$ cat config.mk
export PLATFORM = sky130hd
export DESIGN_NAME = multicycle_controller
export DESIGN_NICKNAME = d
export VERILOG_FILES = /design/src/rtl/multicycle_controller.sv
export SDC_FILE = /design/constraint.sdc
export NUM_CORES = 1
export LEC_CHECK = 0
export ABC_AREA = 1
export CAP_MARGIN = 15
export CORE_UTILIZATION = 40
export CTS_BUF_LIST = sky130_fd_sc_hd__clkbuf_8 sky130_fd_sc_hd__clkbuf_16
export DETAILED_ROUTE_END_ITERATION = 7
export GPL_ROUTABILITY_DRIVEN = 0
export PLACE_DENSITY_LB_ADDON = 0.15
export SYNTH_ARGS = -nofsm -noshare
export SYNTH_HDL_FRONTEND = slang
export SYNTH_SLANG_ARGS = --single-unit
export TNS_END_PERCENT = 30
$ cat constraint.sdc
create_clock -name i_clk -period 2 [get_ports i_clk]
set_input_delay 0.4 -clock i_clk [delete_from_list [all_inputs] [get_ports i_clk]]
set_output_delay 0.4 -clock i_clk [all_outputs]
set_load 0.05 [all_outputs]
$ cat src/rtl/multicycle_controller.sv
// Multicycle RV32I control unit: Moore sequencer sharing one ALU and one unified memory,
// with memory-ready stalls, full branch compare and illegal-instruction trapping.
//
// state    | meaning
// ---------+--------------------------------------------------------------
// FETCH    | read instruction at PC, PC <= PC+4 once memory is ready
// DECODE   | classify opcode, branch/jal target (OldPC+imm) into ALUOut
// MEMADR   | rs1+imm effective address for lw/sw
// MEMREAD  | load access, hold until memory ready
// MEMWB    | write loaded data to rd
// MEMWRITE | store access, write enable held until memory ready
// EXECR    | register-register ALU op
// EXECI    | register-immediate ALU op
// ALUWB    | write ALUOut to rd
// BRANCH   | rs1-rs2 compare, PC <= target when taken
// JAL      | PC <= target, ALUOut <= OldPC+4 for the link write
// ILLEGAL  | unsupported encoding, parked until reset

module multicycle_controller #(
   parameter int ALUCTRL_W    = 3,
   parameter bit WAIT_MEM     = 1'b1,
   parameter bit TRAP_ILLEGAL = 1'b1
) (
   input  logic                 i_clk,
   input  logic                 i_rst,
   input  logic [6:0]           i_op,
   input  logic [2:0]           i_funct3,
   input  logic                 i_funct7b5,
   input  logic                 i_zero,
   input  logic                 i_lt,
   input  logic                 i_ltu,
   input  logic                 i_mem_ready,
   output logic                 o_pcwrite,
   output logic                 o_adrsrc,
   output logic                 o_memwrite,
   output logic                 o_irwrite,
   output logic                 o_regwrite,
   output logic [1:0]           o_resultsrc,
   output logic [1:0]           o_alusrca,
   output logic [1:0]           o_alusrcb,
   output logic [2:0]           o_immsrc,
   output logic [ALUCTRL_W-1:0] o_alucrtl,
   output logic                 o_illegal
);

   localparam logic [6:0] OP_LOAD  = 7'b0000011;
   localparam logic [6:0] OP_STORE = 7'b0100011;
   localparam logic [6:0] OP_R     = 7'b0110011;
   localparam logic [6:0] OP_I     = 7'b0010011;
   localparam logic [6:0] OP_B     = 7'b1100011;
   localparam logic [6:0] OP_JAL   = 7'b1101111;

   localparam logic [2:0] ALU_ADD  = 3'b000;
   localparam logic [2:0] ALU_SUB  = 3'b001;
   localparam logic [2:0] ALU_AND  = 3'b010;
   localparam logic [2:0] ALU_OR   = 3'b011;
   localparam logic [2:0] ALU_XOR  = 3'b100;
   localparam logic [2:0] ALU_SLT  = 3'b101;
   localparam logic [2:0] ALU_SLTU = 3'b110;

   typedef enum logic [3:0] {
      S_FETCH, S_DECODE, S_MEMADR, S_MEMREAD, S_MEMWB, S_MEMWRITE,
      S_EXECR, S_EXECI, S_ALUWB, S_BRANCH, S_JAL, S_ILLEGAL
   } state_t;

   state_t     r_state;
   state_t     w_next;
   logic       w_rdy;
   logic       w_is_load, w_is_store, w_is_r, w_is_i, w_is_b, w_is_jal;
   logic       w_bad;
   logic       w_taken;
   logic [2:0] w_alu_dec;
   logic [2:0] w_alu;
   logic [2:0] w_immsrc;

   assign w_rdy      = i_mem_ready | !WAIT_MEM;
   assign w_is_load  = (i_op == OP_LOAD);
   assign w_is_store = (i_op == OP_STORE);
   assign w_is_r     = (i_op == OP_R);
   assign w_is_i     = (i_op == OP_I);
   assign w_is_b     = (i_op == OP_B);
   assign w_is_jal   = (i_op == OP_JAL);

   // No shifter in the datapath, so shift encodings trap along with unknown ops
   assign w_bad = !(w_is_load | w_is_store | w_is_r | w_is_i | w_is_b | w_is_jal)
                | ((w_is_r | w_is_i) & ((i_funct3 == 3'b001) | (i_funct3 == 3'b101)))
                | (w_is_b & ((i_funct3 == 3'b010) | (i_funct3 == 3'b011)))
                | ((w_is_load | w_is_store) & (i_funct3 != 3'b010));

   always_comb begin
      w_alu_dec = ALU_ADD;
      case (i_funct3)
         3'b000:  w_alu_dec = (w_is_r & i_funct7b5) ? ALU_SUB : ALU_ADD;
         3'b010:  w_alu_dec = ALU_SLT;
         3'b011:  w_alu_dec = ALU_SLTU;
         3'b100:  w_alu_dec = ALU_XOR;
         3'b110:  w_alu_dec = ALU_OR;
         3'b111:  w_alu_dec = ALU_AND;
         default: w_alu_dec = ALU_ADD;
      endcase
   end

   always_comb begin
      w_taken = 1'b0;
      case (i_funct3)
         3'b000:  w_taken = i_zero;
         3'b001:  w_taken = !i_zero;
         3'b100:  w_taken = i_lt;
         3'b101:  w_taken = !i_lt;
         3'b110:  w_taken = i_ltu;
         3'b111:  w_taken = !i_ltu;
         default: w_taken = 1'b0;
      endcase
   end

   always_comb begin
      w_immsrc = 3'b000;
      if (w_is_store)    w_immsrc = 3'b001;
      else if (w_is_b)   w_immsrc = 3'b010;
      else if (w_is_jal) w_immsrc = 3'b011;
   end

   always_ff @(posedge i_clk) begin
      if (i_rst) r_state <= S_FETCH;
      else       r_state <= w_next;
   end

   always_comb begin
      w_next      = r_state;
      o_pcwrite   = 1'b0;
      o_adrsrc    = 1'b0;
      o_memwrite  = 1'b0;
      o_irwrite   = 1'b0;
      o_regwrite  = 1'b0;
      o_resultsrc = 2'b00;
      o_alusrca   = 2'b00;
      o_alusrcb   = 2'b00;
      o_illegal   = 1'b0;
      o_immsrc    = w_immsrc;
      w_alu       = ALU_ADD;
      case (r_state)
         S_FETCH: begin
            o_alusrcb   = 2'b10;
            o_resultsrc = 2'b10;
            o_irwrite   = w_rdy;
            o_pcwrite   = w_rdy;
            if (w_rdy) w_next = S_DECODE;
         end
         S_DECODE: begin
            o_alusrca = 2'b01;
            o_alusrcb = 2'b01;
            if (w_bad)                        w_next = TRAP_ILLEGAL ? S_ILLEGAL : S_FETCH;
            else if (w_is_load | w_is_store)  w_next = S_MEMADR;
            else if (w_is_r)                  w_next = S_EXECR;
            else if (w_is_i)                  w_next = S_EXECI;
            else if (w_is_b)                  w_next = S_BRANCH;
            else                              w_next = S_JAL;
         end
         S_MEMADR: begin
            o_alusrca = 2'b10;
            o_alusrcb = 2'b01;
            w_next    = w_is_store ? S_MEMWRITE : S_MEMREAD;
         end
         S_MEMREAD: begin
            o_adrsrc = 1'b1;
            if (w_rdy) w_next = S_MEMWB;
         end
         S_MEMWB: begin
            o_resultsrc = 2'b01;
            o_regwrite  = 1'b1;
            w_next      = S_FETCH;
         end
         S_MEMWRITE: begin
            o_adrsrc   = 1'b1;
            o_memwrite = 1'b1;
            if (w_rdy) w_next = S_FETCH;
         end
         S_EXECR: begin
            o_alusrca = 2'b10;
            o_alusrcb = 2'b00;
            w_alu     = w_alu_dec;
            w_next    = S_ALUWB;
         end
         S_EXECI: begin
            o_alusrca = 2'b10;
            o_alusrcb = 2'b01;
            w_alu     = w_alu_dec;
            w_next    = S_ALUWB;
         end
         S_ALUWB: begin
            o_regwrite = 1'b1;
            w_next     = S_FETCH;
         end
         S_BRANCH: begin
            o_alusrca = 2'b10;
            o_alusrcb = 2'b00;
            w_alu     = ALU_SUB;
            o_pcwrite = w_taken;
            w_next    = S_FETCH;
         end
         S_JAL: begin
            o_alusrca = 2'b01;
            o_alusrcb = 2'b10;
            o_pcwrite = 1'b1;
            w_next    = S_ALUWB;
         end
         S_ILLEGAL: begin
            o_illegal = 1'b1;
         end
         default: w_next = S_FETCH;
      endcase

      o_alucrtl      = '0;
      o_alucrtl[2:0] = w_alu;

      // Reset squelches every output so an aborted instruction cannot write
      if (i_rst) begin
         o_pcwrite   = 1'b0;
         o_adrsrc    = 1'b0;
         o_memwrite  = 1'b0;
         o_irwrite   = 1'b0;
         o_regwrite  = 1'b0;
         o_resultsrc = 2'b00;
         o_alusrca   = 2'b00;
         o_alusrcb   = 2'b00;
         o_immsrc    = 3'b000;
         o_alucrtl   = '0;
         o_illegal   = 1'b0;
      end
   end

endmodule

# After elaboration in Yosys (flattened, before gate mapping)
# Index checks and enable logic that the tools add are counted.
dict set report totals {
  register_bits 4
  output_inout_bits 18
}
dict set report op_classes {
  n_reduce_logical 15
  n_eq_ne 28
  n_bitwise 16
  n_mux 37
}
# cell n
set op_table {}
lappend op_table {{2-to-1 mux 4 bit} 7}
lappend op_table {{case mux 4 bit (7 select lines)} 1}
lappend op_table {{case mux 3 bit (6 select lines)} 1}
lappend op_table {{== test 4 x 3 -> 1 bit, second input constant} 4}
lappend op_table {{== test 4 bit, second input constant} 4}
lappend op_table {{== test 7 x 6 -> 1 bit, second input constant} 2}
lappend op_table {{== test 7 bit, second input constant} 2}
lappend op_table {{2-to-1 mux 2 bit} 7}
lappend op_table {{== test 3 bit, second input constant} 4}
lappend op_table {{2-to-1 mux 1 bit} 12}
lappend op_table {{case mux 2 bit (2 select lines)} 3}
lappend op_table {{OR 1 bit} 11}
lappend op_table {{OR reduction 2 bit} 5}
lappend op_table {{2-to-1 mux 3 bit} 3}
lappend op_table {{== test 4 x 2 -> 1 bit, second input constant} 2}
lappend op_table {{== test 7 x 2 -> 1 bit, second input constant} 1}
lappend op_table {{== test 7 x 5 -> 1 bit, second input constant} 1}
lappend op_table {{== test 3 x 2 -> 1 bit, second input constant} 2}
lappend op_table {{inequality test 2 bit, second input constant} 3}
lappend op_table {{case mux 1 bit (6 select lines)} 1}
lappend op_table {{case mux 3 bit (2 select lines)} 1}
lappend op_table {{OR reduction 3 bit} 2}
lappend op_table {{bitwise AND 1 bit} 4}
lappend op_table {{== test 4 x 1 -> 1 bit, second input constant} 1}
lappend op_table {{9 further kinds} 12}

# Logic depth before layout (Yosys ltp)
dict set report depth {
  word_depth 12
  depth_mapped 11
  ltp_nobuf 11
}

# Worst setup path after synthesis
# OpenSTA, ideal clock, no wires.
dict set report synth_path {
  kind {register to output}
  startpoint {register r_state[2]}
  endpoint {output o_alucrtl[1]}
  required_ns 1.600
  path_buffers 0
  setup_slack_ns -0.653
  t_arrival_ns 2.253
  stages_incl_launch_ff 7
  path_cell_list {dfxtp_1 -> inv_2 -> nor2_2 -> inv_1 -> nor2_1 -> inv_1 -> nor4_1}
}
dict set report synth_between {
  elab_chain_len 4
  word_cells_on_any_way 6
  classes_between {eq/ne: 3; mux: 2; reduce/logical: 1}
}
# element line
set synth_lines {}
lappend synth_lines {{from (decl)} 66} ;# state_t r_state;
lappend synth_lines {{from (signal assigned)} 125} ;# else r_state <= w_next;
lappend synth_lines {{== test 4 x 3 -> 1 bit} 141} ;# case (r_state)
lappend synth_lines {{OR reduction 2 bit (no line)} --}
lappend synth_lines {{case mux 3 bit (2 select lines) (*)} 141}
lappend synth_lines {{2-to-1 mux 3 bit (*)} 217} ;# if (i_rst) begin
lappend synth_lines {{to (decl)} 42} ;# output logic [ALUCTRL_W-1:0] o_alucrtl,
# Mark *: on every way between the ends. The rest lies on a longest branch, timed or not.

# Final worst setup path
dict set report layout_path {
  startpoint {register r_state[3]}
  endpoint {output o_illegal}
}
dict set report layout_between {
  elab_chain_len 3
}
# element line
set layout_lines {}
lappend layout_lines {{== test 4 bit} 141}
lappend layout_lines {{2-to-1 mux 1 bit} 141}
lappend layout_lines {{2-to-1 mux 1 bit} 217}
lappend layout_lines {{to (decl)} 43} ;# output logic o_illegal
# Every way passes these cells.

==> impl_metrics.env <==
export IMPL_status="finished clean"
export IMPL_gr_total_overflow=0
export IMPL_grt_max_degree=8
export IMPL_wl_per_cell_um=15.4
export IMPL_min_period_ps=1990
export IMPL_path_cells="inv_1 > nor2_1 > inv_1 > nor2_2 > inv_1 > nor2_1 > buf_12"
export IMPL_drt_iter0_markers=32
export IMPL_ys_top_cells_by_area="nand2_1 (13%), inv_1 (11%), dfxtp_1 (11%)"
export IMPL_synth_top_area_share_pct=13.3
export IMPL_cts_made_buffers=3
export IMPL_final_layout_size_suffix_gt1_share_pct=50.3
export IMPL_clock_sinks=4
export IMPL_coreArea_mm2=0.00173
export IMPL_ant_nets=0
export IMPL_cap_violations=0
export IMPL_leakage_nw=0.710
export IMPL_area_growth_synth_to_final_pct=114
export IMPL_diodes=0
export IMPL_synth_seq_cells=4
export IMPL_peakVddDrop_mv=0.966
export IMPL_clk_pin_slew_ps=40
export IMPL_die_y_um=44.8
export IMPL_fp_row_count=15
export IMPL_p_switching_w=0.000786
export IMPL_synth_top_area_cell="nand2_1"
export IMPL_worst_endpoint_arrival_ps=1590
export IMPL_start_kind="flip-flop"
export IMPL_crit_fanout=4
export IMPL_clock_power_share_pct=12.4
export IMPL_max_freq_mhz=503
export IMPL_hold_viol_final=0
export IMPL_cts_tree="built"
export IMPL_power_density_mw_per_mm2=942
export IMPL_cpMostUsedCell="inv_1"
export IMPL_vias_per_cell=5.44
export IMPL_hpwl_um=2020
export IMPL_clk_path_buf_depth=2
export IMPL_swShare_pct=53.2
export IMPL_dieWidth_um=44.8
export IMPL_synthesis_nets=154
export IMPL_wl_um=3360
export IMPL_antenna_found_initial=0
export IMPL_grt_pass1_vias=1106
export IMPL_synthMuxAreaShare_pct=0
export IMPL_nNetsFinal=212
export IMPL_setup_viol=0
export IMPL_hp_class="flip-flop to flip-flop"
export IMPL_fin_skew_ps=6.29
export IMPL_synth_xor_area_share_pct=0
export IMPL_critical_path_top_delay_family="simple AND/OR/NAND/NOR gates"
export IMPL_critPathCaptureType="output port"
export IMPL_slew_viol_final=0
export IMPL_crit_buf_inv=4
export IMPL_synth_fa_ha_area_share_pct=0
export IMPL_synth_warnings=0
export IMPL_period_share_pct=99.3
export IMPL_netlist_area_um2=733
export IMPL_rsz0062_at_grt="true"
export IMPL_track_usage_pct=32.9
export IMPL_largest_reg_flops=4
export IMPL_synth_simple_area_share_pct=51.9
export IMPL_grt_pass1_wl_um=4770
export IMPL_synth_edf_count=0
export IMPL_setup_tns_ps=0
export IMPL_syn_area_per_cell_um2=5.35
export IMPL_port_buffers=33
export IMPL_synth_async_reset_ratio_pct=0
export IMPL_cpMaxStageDelayCell="dfxtp_2"
export IMPL_synth_compound_area_share_pct=20.3
export IMPL_yosysSeqAreaShare_pct=10.9
export IMPL_floorplan_initialDensity_pct=42.5
export IMPL_clk_latency_ps=230
export IMPL_p_comb_share_pct=75.8
export IMPL_synth_common_cells="nand2_1 (26), inv_1 (22), nor2_1 (20)"
export IMPL_synth_top_family_by_area="simple AND/OR/NAND/NOR gates"
export IMPL_slowest_delay_ps=360
export IMPL_netlist_instances=137
export IMPL_reg_top3="r_state x4"
export IMPL_p_int_w=0.000692
export IMPL_synth_most_common_cell="nand2_1"
export IMPL_pwr_share_seq_pct=11.8
export IMPL_firstDrtPassIters=4
export IMPL_num_vias=1186
export IMPL_die_area_mm2=0.00201
export IMPL_drc=0
export IMPL_io_pins=35
export IMPL_crit_required_ps=1600
export IMPL_layout_setup_ws_ps=13.8
export IMPL_nFillCells=87
export IMPL_synth_distinct_cells=24
export IMPL_top_register="r_state"
export IMPL_critical_path_class="flip-flop to output port"
export IMPL_place_ws_ps=-285
export IMPL_holdWs_ps=554
export IMPL_clock_root_buffer="clkbuf_8"
export IMPL_ys_flop_type="dfxtp_1"
export IMPL_h_tree_depth=1
stage by stage:
step                      power, W  instance area [µm²]  utilization [%]  cells
after floorplan           0.000758                  744                -    137
after global placement     0.00115                 1400             81.3    211
after detailed placement   0.00117                 1400             81.3    211
after CTS                  0.00139                 1500             86.8    217
after global routing       0.00154                 1570             90.9    218
final                      0.00148                 1570             90.9    218
power by group through the flow:
stage                     combinational, W  sequential [W]  clock [W]
after floorplan                   0.000610        0.000149          0
after global routing               0.00117        0.000176   0.000188
after CTS                          0.00105        0.000161   0.000182
final                              0.00112        0.000174   0.000183
after global placement            0.000997        0.000155          0
after detailed placement           0.00101        0.000157          0
timing repair:
item / in CTS / in global routing
pin swaps: 12 / 7
endpoints found under the setup margin: 12 / 12
gates resized for setup: 31 / 25
hold buffers: 0 / 0
hold endpoints to repair: 0 / 0
setup buffers: 3 / 1
worst reg2reg max path: cells and delay by family (launching register included):
family,cells,cell delay [ps]
flops,1,350
buf+inv,1,70
simple gates,4,580
compound gates,2,390
placed cells by master (no fill, tap or decap), types with 2 or more instances in the layout:
master,instances
a21oi_1,6
dlymetal6s2s_1,3
dfxtp_2,3
nor2_4,8
nand2_2,5
nor3_1,3
nand3b_1,2
inv_1,15
nor2_1,12
nand2_1,24
clkbuf_8,3
clkbuf_2,2
dlygate4sd2_1,10
nor2_2,9
buf_4,23
o21ai_0,5
nand3_1,12
inv_2,13
a21oi_2,6
buf_12,16
area by class of cell:
type | count | area (µm²) | area share, %
Timing Repair Buffer | 56 | 663 | 42.3
Multi-Input combinational cell | 102 | 641 | 40.8
Inverter | 28 | 105 | 6.70
Sequential cell | 4 | 87.6 | 5.58
Clock buffer | 3 | 41.3 | 2.63
Tap cell | 25 | 31.3 | 1.99
routing by layer:
metal | vias up | track usage, % | routed length, µm
met4 | 0 | 10.9 | 136
met1 | 547 | 33.9 | 1160
li1 | 551 | - | -
met2 | 72 | 63.8 | 1790
met5 | - | 0 | 0
met3 | 16 | 8.40 | 270
path summary, 6_finish.rpt:
path                              to  cells past startpoint                    start  slack [ps]
min reg2reg  r_state[0]$_SDFFE_PP0P_                      2  r_state[0]$_SDFFE_PP0P_         550
max                        o_illegal                      7  r_state[3]$_SDFFE_PP0P_          10
min          r_state[0]$_SDFFE_PP0P_                      2  r_state[0]$_SDFFE_PP0P_         550
max reg2reg  r_state[1]$_SDFFE_PP0P_                      7  r_state[0]$_SDFFE_PP0P_         550
kinds of logic after synthesis:
family | Yosys count
buf+inv | 31
flops | 4
other cells | 1
simple gates | 78
compound gates | 23
No activity file was read; power rests on OpenSTA's default activity.
